### config.mk
export PLATFORM = sky130hd
export DESIGN_NAME = uart_tx_frame
export DESIGN_NICKNAME = d
export VERILOG_FILES = /design/src/rtl/uart_pkg.sv /design/src/rtl/uart_baud_tick.sv /design/src/rtl/uart_tx_frame.sv
export SDC_FILE = /design/constraint.sdc
export NUM_CORES = 1
export LEC_CHECK = 0
export ABC_AREA = 0
export CAP_MARGIN = 30
export CELL_PAD_IN_SITES_DETAIL_PLACEMENT = 1
export CELL_PAD_IN_SITES_GLOBAL_PLACEMENT = 1
export CORE_UTILIZATION = 45
export DETAILED_ROUTE_END_ITERATION = 10
export PLACE_DENSITY_LB_ADDON = 0.1
export SYNTH_ARGS = -nofsm -noshare
export SYNTH_HDL_FRONTEND = slang
export SYNTH_HIERARCHICAL = 1
export SYNTH_SLANG_ARGS = --single-unit
export TNS_END_PERCENT = 30
### constraint.sdc
create_clock -name clk -period 3.67 [get_ports clk]
set_clock_uncertainty 0.05 [all_clocks]
set_input_delay 0.734 -clock clk [delete_from_list [all_inputs] [get_ports clk]]
set_output_delay 0.734 -clock clk [all_outputs]
set_load 0.005 [all_outputs]
### src/rtl/uart_pkg.sv
// Shared UART definitions: FSM states, frame constants and the baud divider.
// Used by the transmitter now and intended for the receiver as well.
package uart_pkg;

  typedef enum logic [1:0] {
    IDLE  = 2'd0,
    START = 2'd1,
    DATA  = 2'd2,
    STOP  = 2'd3
  } uart_state_e;

  localparam int DATA_BITS = 8;
  localparam int STOP_BITS = 1;

  // Clocks per bit, truncated toward zero.
  function automatic int baud_div(input int clk_freq, input int baud);
    return clk_freq / baud;
  endfunction

endpackage

### src/rtl/uart_baud_tick.sv
// Bit-period timer: counts 0..DIV-1 while enabled and flags the last clock of each bit.
// Held at zero whenever en is low so every bit starts on a clean period.
module uart_baud_tick #(
  parameter int DIV = 434
) (
  input  logic clk,
  input  logic arst,
  input  logic en,
  output logic tick
);

  localparam int CW = (DIV > 1) ? $clog2(DIV) : 1;
  localparam logic [CW-1:0] LAST = CW'(DIV - 1);

  logic [CW-1:0] cnt;

  // Period counter, wrapping at DIV-1
  always_ff @(posedge clk or posedge arst) begin
    if (arst) begin
      cnt <= '0;
    end else if (!en) begin
      cnt <= '0;
    end else if (cnt == LAST) begin
      cnt <= '0;
    end else begin
      cnt <= cnt + CW'(1);
    end
  end

  assign tick = en && (cnt == LAST);

endmodule

### src/rtl/uart_tx_frame.sv
// 8N1 UART transmitter that sends a DEPTH-byte word back-to-back, byte 0 first, LSB first.
// All outputs, including tx, come straight from flops.
module uart_tx_frame
  import uart_pkg::*;
#(
  parameter int CLK_FREQ = 50_000_000,
  parameter int boadrate = 115200,
  parameter int DEPTH    = 4
) (
  input  logic                  clk,
  input  logic                  arst,
  input  logic [DEPTH-1:0][7:0] data,
  input  logic                  valid,
  output logic                  ready,
  output logic                  tx,
  output logic                  busy,
  output logic                  done
);

  localparam int DIV = baud_div(CLK_FREQ, boadrate);
  localparam int W   = DEPTH * DATA_BITS;
  localparam int BW  = (DEPTH > 1) ? $clog2(DEPTH) : 1;
  localparam logic [BW-1:0] LAST_BYTE = BW'(DEPTH - 1);
  localparam logic [2:0]    LAST_BIT  = 3'(DATA_BITS - 1);

  uart_state_e   state, state_nx;
  logic [W-1:0]  shreg, shreg_nx;
  logic [2:0]    bit_idx, bit_idx_nx;
  logic [BW-1:0] byte_idx, byte_idx_nx;
  logic          tx_nx, ready_nx, busy_nx, done_nx;
  logic          tick;

  uart_baud_tick #(.DIV(DIV)) u_baud (
    .clk  (clk),
    .arst (arst),
    .en   (state != IDLE),
    .tick (tick)
  );

  // State, shift register, counters and registered outputs
  always_ff @(posedge clk or posedge arst) begin
    if (arst) begin
      state    <= IDLE;
      shreg    <= '0;
      bit_idx  <= 3'd0;
      byte_idx <= '0;
      tx       <= 1'b1;
      ready    <= 1'b1;
      busy     <= 1'b0;
      done     <= 1'b0;
    end else begin
      state    <= state_nx;
      shreg    <= shreg_nx;
      bit_idx  <= bit_idx_nx;
      byte_idx <= byte_idx_nx;
      tx       <= tx_nx;
      ready    <= ready_nx;
      busy     <= busy_nx;
      done     <= done_nx;
    end
  end

  // Next-state logic; tx_nx is the line level for the coming cycle.
  // The shift register moves one bit per data tick, so shreg[0] is always the bit on the line.
  always_comb begin
    state_nx    = state;
    shreg_nx    = shreg;
    bit_idx_nx  = bit_idx;
    byte_idx_nx = byte_idx;
    tx_nx       = tx;
    ready_nx    = ready;
    busy_nx     = busy;
    done_nx     = 1'b0;
    case (state)
      IDLE: begin
        if (valid && ready) begin
          state_nx    = START;
          shreg_nx    = data;
          bit_idx_nx  = 3'd0;
          byte_idx_nx = '0;
          tx_nx       = 1'b0;
          ready_nx    = 1'b0;
          busy_nx     = 1'b1;
        end else begin
          tx_nx = 1'b1;
        end
      end
      START: begin
        if (tick) begin
          state_nx   = DATA;
          bit_idx_nx = 3'd0;
          tx_nx      = shreg[0];
        end else begin
          tx_nx = 1'b0;
        end
      end
      DATA: begin
        if (tick) begin
          shreg_nx = {1'b0, shreg[W-1:1]};
          if (bit_idx == LAST_BIT) begin
            state_nx = STOP;
            tx_nx    = 1'b1;
          end else begin
            bit_idx_nx = bit_idx + 3'd1;
            tx_nx      = shreg[1];
          end
        end else begin
          tx_nx = shreg[0];
        end
      end
      STOP: begin
        if (tick) begin
          if (byte_idx != LAST_BYTE) begin
            state_nx    = START;
            byte_idx_nx = byte_idx + BW'(1);
            tx_nx       = 1'b0;
          end else begin
            state_nx = IDLE;
            tx_nx    = 1'b1;
            done_nx  = 1'b1;
            busy_nx  = 1'b0;
            ready_nx = 1'b1;
          end
        end else begin
          tx_nx = 1'b1;
        end
      end
      default: begin
        state_nx = IDLE;
        tx_nx    = 1'b1;
        ready_nx = 1'b1;
        busy_nx  = 1'b0;
      end
    endcase
  end

endmodule

======== Word-level counts from Yosys, hierarchy flattened ========
Cells that the tools add are included.
storage, ports and cells
  output and inout bits ................... 4
  flip-flop bits (word level) ............. 52
  word-level logic and storage cells ...... 76
cells by class
  mux-type cells .......................... 38
  reductions and logical operators ........ 12
  eq/ne operators ......................... 14
  $add $sub $neg .......................... 3
operators with widths
  kind                   number
  $mux W32               2
  $pmux W32 S2           1
  $mux W9                2
  $ne A2 B2 Y1 const B   9
  $mux W2                8
  $mux W1                15
  $mux W3                4
  $reduce_and A5 Y1      2
  $add A9 B1 Y9 const B  1
  $eq A9 B9 Y1 const B   1
  $pmux W3 S3            1
  $pmux W2 S4            1
  $reduce_and A4 Y1      2
  $reduce_bool A2 Y1     3
  $eq A2 B2 Y1 const B   2
  $pmux W1 S2            2
  $pmux W1 S4            1
  $pmux W2 S2            1
  $add A3 B1 Y3 const B  1
  $eq A3 B3 Y1 const B   1
  $reduce_and A3 Y1      1
  $reduce_bool A3 Y1     1
  $add A2 B1 Y2 const B  1
  $eq A2 B1 Y1 const B   1
  other kinds (2)        3

======== Depth between registers and ports, before layout ========
Gate-level depths: netlist of the first run.
  depth after elaboration ................. 4
  mapped depth ............................ 13
  gate-level depth less buffers ........... 9

======== By module ========
Netlist of the first run, hierarchy kept.
modules (own cells, without submodules)
  module          sequential area each (µm²)  cells an instance  area an instance (µm²)  instances
  uart_tx_frame   1078.5                      216                2224.6                  1
  uart_baud_tick  225.2                       49                 490.5                   1

======== Least setup slack after synthesis of the first run ========
OpenSTA, ideal clock, no wires.
  path type ............................... register to register
  start ................................... reg state[0]
  end ..................................... reg state[0]
  cell stages (with the launch flop) ...... 12
  buffers on the path ..................... 2
  data required time ...................... 3.499 ns
  arrival ................................. 2.306 ns
  slack ................................... 1.193 ns
  cells stage by stage .................... dfrtp_1 > inv_1 > ha_1 > buf_6 > inv_1 > inv_1 > nor4_1 > buf_4 > inv_2 > a2111oi_4 > a31oi_1 > o22a_1
on the way
  word-level cells in the longest chain between the ends .. 4
RTL lines
  what                                    RTL line              RTL
  from (decl)                             uart_tx_frame.sv:26   uart_state_e state, state_nx;
  from (signal assigned)                  uart_tx_frame.sv:52   state <= state_nx;
  $reduce_bool A2 Y1 (*)                  uart_tx_frame.sv:36   .en (state != IDLE),
  $logic_and A1 B1 Y1 (*)                 uart_baud_tick.sv:30  assign tick = en && (cnt == LAST);
  named net tick                          uart_tx_frame.sv:31   logic tick;
  $ne A2 B2 Y1 (no source line)           n/a
  $reduce_and A5 Y1 (no source line) (*)  n/a
The timed path passes the listed nets; every way through them passes the cells marked *.
A chain may end at the register's enable or synchronous reset.

======== Worst setup path after layout of the first run ========
  start ................................... reg state[0]
  end ..................................... reg shreg[21]
on the way
  word-level cells in the longest chain between the ends .. 4
RTL lines
  what                                RTL line              RTL
  $reduce_bool A2 Y1                  uart_tx_frame.sv:36
  $logic_and A1 B1 Y1                 uart_baud_tick.sv:30
  named net tick                      uart_tx_frame.sv:31
  $ne A2 B2 Y1 (no source line)       n/a
  $reduce_and A3 Y1 (no source line)  n/a
  to (signal assigned)                uart_tx_frame.sv:53   shreg <= shreg_nx;
  to (decl)                           uart_tx_frame.sv:27   logic [W-1:0] shreg, shreg_nx;
The timed path passes the listed nets, and every way through them passes these cells.

==> impl_metrics.ini, run 1 <==
[route]
vias = 1997
postRouteAntennaNets = 0
firstDrtPassIters = 4
post_drt_via_cell_ratio = 5.37
drcViolationCount = 0
met1Wirelength_mm = 2.55
met2_length_mm = 2.70
wl_per_cell_um = 14.7
met3WireLength_um = 185
first_iter_violations = 75
wirelength_mm = 5.47
top_layer_used = met4

[yosys]
syn_area_sq_um = 2720
synth_flop_cell = dfrtp_1
async_reset_ff_share_pct = 100
yosysTopAreaCellShare_pct = 46.1
synth-edff-count = 0
yosys-top-cells-area = dfrtp_1 46%, mux2i_1 11%, a21oi_1 6.8%, nor2_1 5.3%, ha_1 4.6%
ys_ff_latch = 52
syn_area_per_cell_sq_um = 10.2
ys_types = 44
syn_inst = 265
synth_top_area_cell = dfrtp_1
synth.yosys.warnings = 6
mappedNetlistNets = 310
seq_area_frac_synth_pct = 48.0

[placed_design]
port_buffers = 38
place_congestion = 0.706
hpwlAfterDp_mm = 3.86

[global_route]
grt_max_degree = 63
grt_pass1_vias = 2047
grt_pass1_wl_mm = 9.49
grt_util_all_layers_pct = 19.3
grt-ovfl-total = 0
grt_antenna_before_repair = 0

[clock_tree]
clockBufferDepth = 2
cts_resized = 0
cts_setup_buffers = 0
cts_tree = yes
clk-insertion-delay-late_ps = 300
cts_hold_buf = 0
cts.sinks = 52
clk_pin_slew_ps = 90
cts_made_buffers = 5
cts_root_buf = clkbuf_8
htree_levels = 2

[floorplanning]
fp.dieH_um = 79.7
dieArea_sq_um = 6350
coreArea_sq_um = 5680
rows = 27
ios = 39
start_util_pct = 47.8
die_w_um = 79.7

[power_and_ir_drop]
netSwitchingFraction_pct = 21.5
power_density_nw_per_um2 = 302
p_leak_nw = 1.36
clkPwrFrac_pct = 35.1
seq_power_share_pct = 58.9
peakVddDrop_uv = 163
p_switching_uw = 209
internal-power_uw = 763
combPwrFrac_pct = 6.0

[flow_run]
cap_violations = 0

[timing]
finalCritPeriodShare_pct = 80.8
worst_pin_slew_ps = 914
hold_slack_ps = 480
min_period_ps = 2970
fmax_mhz = 337
hold_viol = 0
setup_viol = 0
rsz0062_at_grt = false
setup_tns_ps = 0
drv_slew = 0
slew_headroom_pct = 39.0

[worst_setup_path]
critPathMaxFanout = 62
path_class = register to register
crit_path_top_delay_cell = dfrtp_1
arrival_ps = 3140
cp_slowest_stage_delay_ps = 470
end_kind = register
worst_path_most_repeated_cell = inv_1
required_ps = 3850
cp_cell_sequence = inv_1 -> ha_1 -> inv_1 -> inv_1 -> nor4_1 -> buf_4 -> nand2b_1 -> o211a_2 -> buf_4 -> nor2_1 -> a21oi_1
crit_path_start_kind = register

[cells_and_area]
n_antenna_cell = 0
drive_gt1_share_pct = 7.67
nNetsFinal = 344
utilization_pct = 56.7
syn2layout_area_growth_pct = 18.5

[outcome]
outcome = finished clean

[min_path]
hold_class = register to register
-- stage by stage --
step	worst slack (ps)	area, sq um	cells	power, mW
6_report	704	3220	372	0.972
3_5_place_dp	750	3120	364	0.644
5_1_grt	407	3220	372	1.02
4_1_cts	714	3220	372	0.992
2_1_floorplan	1190	2720	265	0.601
3_3_place_gp	917	3120	364	0.643
-- per-layer routing --
| metal | vias up | global-route usage [%] |
|---|---|---|
| li1 | 991 | - |
| met1 | 975 | 25.1 |
| met2 | 27 | 31.6 |
| met3 | 4 | 5.03 |
| met4 | 0 | 4.91 |
| met5 | - | 0 |
-- cell families after synthesis --
family,Yosys count,synth area share (%)
AOI/OAI and AO/OA,67,17.1
xor gates and xnor gates,3,0.968
adders and majority gates,10,4.61
buffers and inverters,28,5.16
DFF,52,48.0
muxes,31,11.4
and+or+nand+nor,74,12.8
-- cell usage after synthesis, drive strengths merged, types with 2 or more instances --
master and count:
a2111oi 2, a21boi 2, a21oi 37, a31oi 5, and3 3, buf 13, dfrtp 50, dfstp 2
ha 10, inv 14, mux2i 31, nand2 12, nand2b 5, nand3 6, nand4 2, nor2 38
o211a 2, o21ai 9, o31ai 2, or3 3, xor2 2
-- layout by cell type (no fill, tap or decap), types with 6 or more instances in the layout --
cell type         n
nand2_1          12
clkdlybuf4s50_1  38
o21ai_0           6
mux2i_1          31
clkbuf_8          6
nor2_1           38
dfrtp_1          50
ha_1              9
inv_1            12
nand3_1           6
a21oi_1          37
-- sequential cells by signal, summed over array words and instances, names as in the netlist, 2 cells and up --
signal and count:
state 2, byte_idx 2, u_baud/cnt 9, shreg 32, bit_idx 3
-- worst paths after layout --
path / start / to / slack (ps) / cells after the start
hold reg to reg: u_baud/cnt[0]$_DFF_PP0_ / u_baud/cnt[0]$_DFF_PP0_ / 480 / 1
max in group asynchronous: arst / shreg[4]$_DFFE_PP0P_ / 2080 / 2
hold / removal: u_baud/cnt[0]$_DFF_PP0_ / u_baud/cnt[0]$_DFF_PP0_ / 480 / 1
setup reg to reg: state[0]$_DFFE_PP0P_ / shreg[21]$_DFFE_PP0P_ / 700 / 11
min in group asynchronous: arst / u_baud/cnt[3]$_DFF_PP0_ / 690 / 2
setup / recovery: state[0]$_DFFE_PP0P_ / shreg[21]$_DFFE_PP0P_ / 700 / 11
-- area by class of cell --
class                   count  area, sq um
multi-input cells         185         1270
fillers                   629         2460
repair buffers             41          403
clock inverters             1         7.51
inverters                  14         52.6
well taps                  72         90.1
flip-flops and latches     52         1300
clock buffers               7         86.3
-- power groups by stage --
| stage | logic, mW | registers, mW | clock network [mW] |
|---|---|---|---|
| 6_report | 0.0582 | 0.573 | 0.342 |
| 5_1_grt | 0.0653 | 0.573 | 0.379 |
| 4_1_cts | 0.0600 | 0.573 | 0.360 |
| 3_5_place_dp | 0.0599 | 0.584 | 0 |
| 3_3_place_gp | 0.0595 | 0.584 | 0 |
| 2_1_floorplan | 0.0175 | 0.584 | 0 |
-- worst max-delay path: cells and delay by family, from the launching register on --
| family | cells | cell delay (ps) |
|---|---|---|
| AO/OA/AOI/OAI | 2 | 330 |
| AND/OR/NAND/NOR | 3 | 570 |
| adder cells (fa/ha/maj) | 1 | 320 |
| buffers and inverters | 5 | 1110 |
| flip-flops | 1 | 470 |
Note: power is estimated with default switching activity, not from simulation.
==> inputs of run 2 (changes only) <==
Settings changed: CORE_UTILIZATION 45 to 38.
Clock period 3.67 ns to 2.6 ns, I/O delays scaled along.
==> impl_metrics.ini, run 2 (synthesized netlist as in run 1, its figures left out) <==
[outcome]
outcome = finished clean

[floorplanning]
fp.dieH_um = 86.5
ios = 39
die_w_um = 86.5
rows = 30
dieArea_sq_um = 7490
start_util_pct = 39.7
coreArea_sq_um = 6830

[cells_and_area]
regMostFlops = shreg
n_antenna_cell = 0
final_cell_mix = 48 x dfrtp_1, 38 x nor2_1, 38 x clkdlybuf4s50_1
syn2layout_area_growth_pct = 23.8
layout_commonest_cell = dfrtp_1
largest_register_ffs = 32
nNetsFinal = 349
largest_registers = shreg: 32 flops, u_baud/cnt: 9 flops, bit_idx: 3 flops
drive_gt1_share_pct = 10.2

[placed_design]
pre_cts_slack_ps = 130
place_congestion = 0.720
hpwlAfterDp_mm = 3.99
port_buffers = 38

[timing]
finalCritPeriodShare_pct = 91.4
setup_viol = 0
min_period_ps = 2380
slew_headroom_pct = 65.2
setup_slack_ps = 223
drv_slew = 0
setup_tns_ps = 0
hold_viol = 0
fmax_mhz = 421
rsz0062_at_grt = false
worst_pin_slew_ps = 521

[route]
firstDrtPassIters = 3
post_drt_via_cell_ratio = 5.06
vias = 2028
postRouteAntennaNets = 0
first_iter_violations = 57
drcViolationCount = 0
wirelength_mm = 5.70
wl_per_cell_um = 14.2

[worst_setup_path]
crit_path_start_kind = register
reg2reg_slack_ps = 220
reg2reg_depth = 10
path_class = register to register
r2r_end = bit_idx[0]$_DFFE_PP0P_
critPathMaxFanout = 11
end_kind = register
required_ps = 2780
crit-reg2reg-launch = state[0]$_DFFE_PP0P_
arrival_ps = 2560

[global_route]
grt_antenna_before_repair = 0
grt_pass1_vias = 2019
grt_max_degree = 53
grt-ovfl-total = 0
grt_util_all_layers_pct = 16.3
grt_pass1_wl_mm = 9.44

[power_and_ir_drop]
power_density_nw_per_um2 = 448
seq_power_share_pct = 53.7
clkPwrFrac_pct = 40.6
combPwrFrac_pct = 5.7
p_leak_nw = 1.41
internal-power_mw = 1.20
netSwitchingFraction_pct = 20.1
p_switching_uw = 303
peakVddDrop_uv = 179

[clock_tree]
clockBufferDepth = 2
clk_pin_slew_ps = 100
cts_root_buf = clkbuf_8
cts_tree = yes
clk-insertion-delay-late_ps = 310
cts.sinks = 52
cts_made_buffers = 5
cts_hold_buf = 0
htree_levels = 2

[flow_run]
cap_violations = 0

[min_path]
hold_class = input pin to asynchronous set/reset pin
[run 2: how the worst max path moves through the flow]
stage / startpoint / to / depth (start not counted)
after floorplan: state[0]$_DFFE_PP0P_ / state[0]$_DFFE_PP0P_ / 11
after global placement: state[0]$_DFFE_PP0P_ / bit_idx[1]$_DFFE_PP0P_ / 10
after detailed placement: state[0]$_DFFE_PP0P_ / shreg[11]$_DFFE_PP0P_ / 11
after CTS: state[0]$_DFFE_PP0P_ / shreg[14]$_DFFE_PP0P_ / 11
after global routing: state[0]$_DFFE_PP0P_ / shreg[14]$_DFFE_PP0P_ / 11
final: state[0]$_DFFE_PP0P_ / bit_idx[0]$_DFFE_PP0P_ / 10
[run 2: layout make-up]
class | count | area, sq um
Sequential cell | 52 | 1310
Multi-Input combinational cell | 185 | 1270
Clock inverter | 1 | 30.0
Fill cell | 770 | 3470
Tap cell | 96 | 120
Inverter | 14 | 52.6
Clock buffer | 7 | 96.3
Timing Repair Buffer | 46 | 483
[run 2: power groups by stage]
stage	Clock [mW]	Combinational [mW]	Sequential (mW)
floorplan	0	0.0247	0.824
detailed placement	0	0.0886	0.824
CTS	0.632	0.0890	0.808
global placement	0	0.0887	0.824
global route	0.659	0.0956	0.808
finish	0.612	0.0864	0.808
[run 2: layer usage]
metal	global-route usage (%)	part of all wire, %	routed length, um
met1	20.3	47	2680
met2	27.6	49	2780
met3	3.62	3.2	182
met4	5.91	0.93	53
met5	0	0	0
[run 2: repair_timing]
action / 4_1_cts / 5_1_grt
hold endpoints to repair: 0 / 0
setup endpoints to repair: 0 / 30
setup buffers: 0 / 0
resized for setup: 0 / 2
[run 2: stage by stage]
stage | total power [mW] | cells | instance area [sq um] | hold slack [ps] | util (%)
final | 1.51 | 401 | 3360 | 476 | 49.2
after global placement | 0.913 | 392 | 3210 | 450 | 47.0
after global routing | 1.56 | 401 | 3360 | 497 | 49.2
after CTS | 1.53 | 400 | 3330 | 483 | 48.8
after detailed placement | 0.913 | 392 | 3210 | 467 | 47.0
after floorplan | 0.849 | 265 | 2720 | 298 | -
[run 2: worst max-delay path, cell delays in order, from the launching register on]
cell       delay (ps)
dfrtp_2           440
inv_1              90
ha_1              210
inv_1              70
inv_1              90
nor4_1            290
buf_4             220
nor2b_1           110
a2111oi_4         490
nand3_1           130
o21ai_1           110
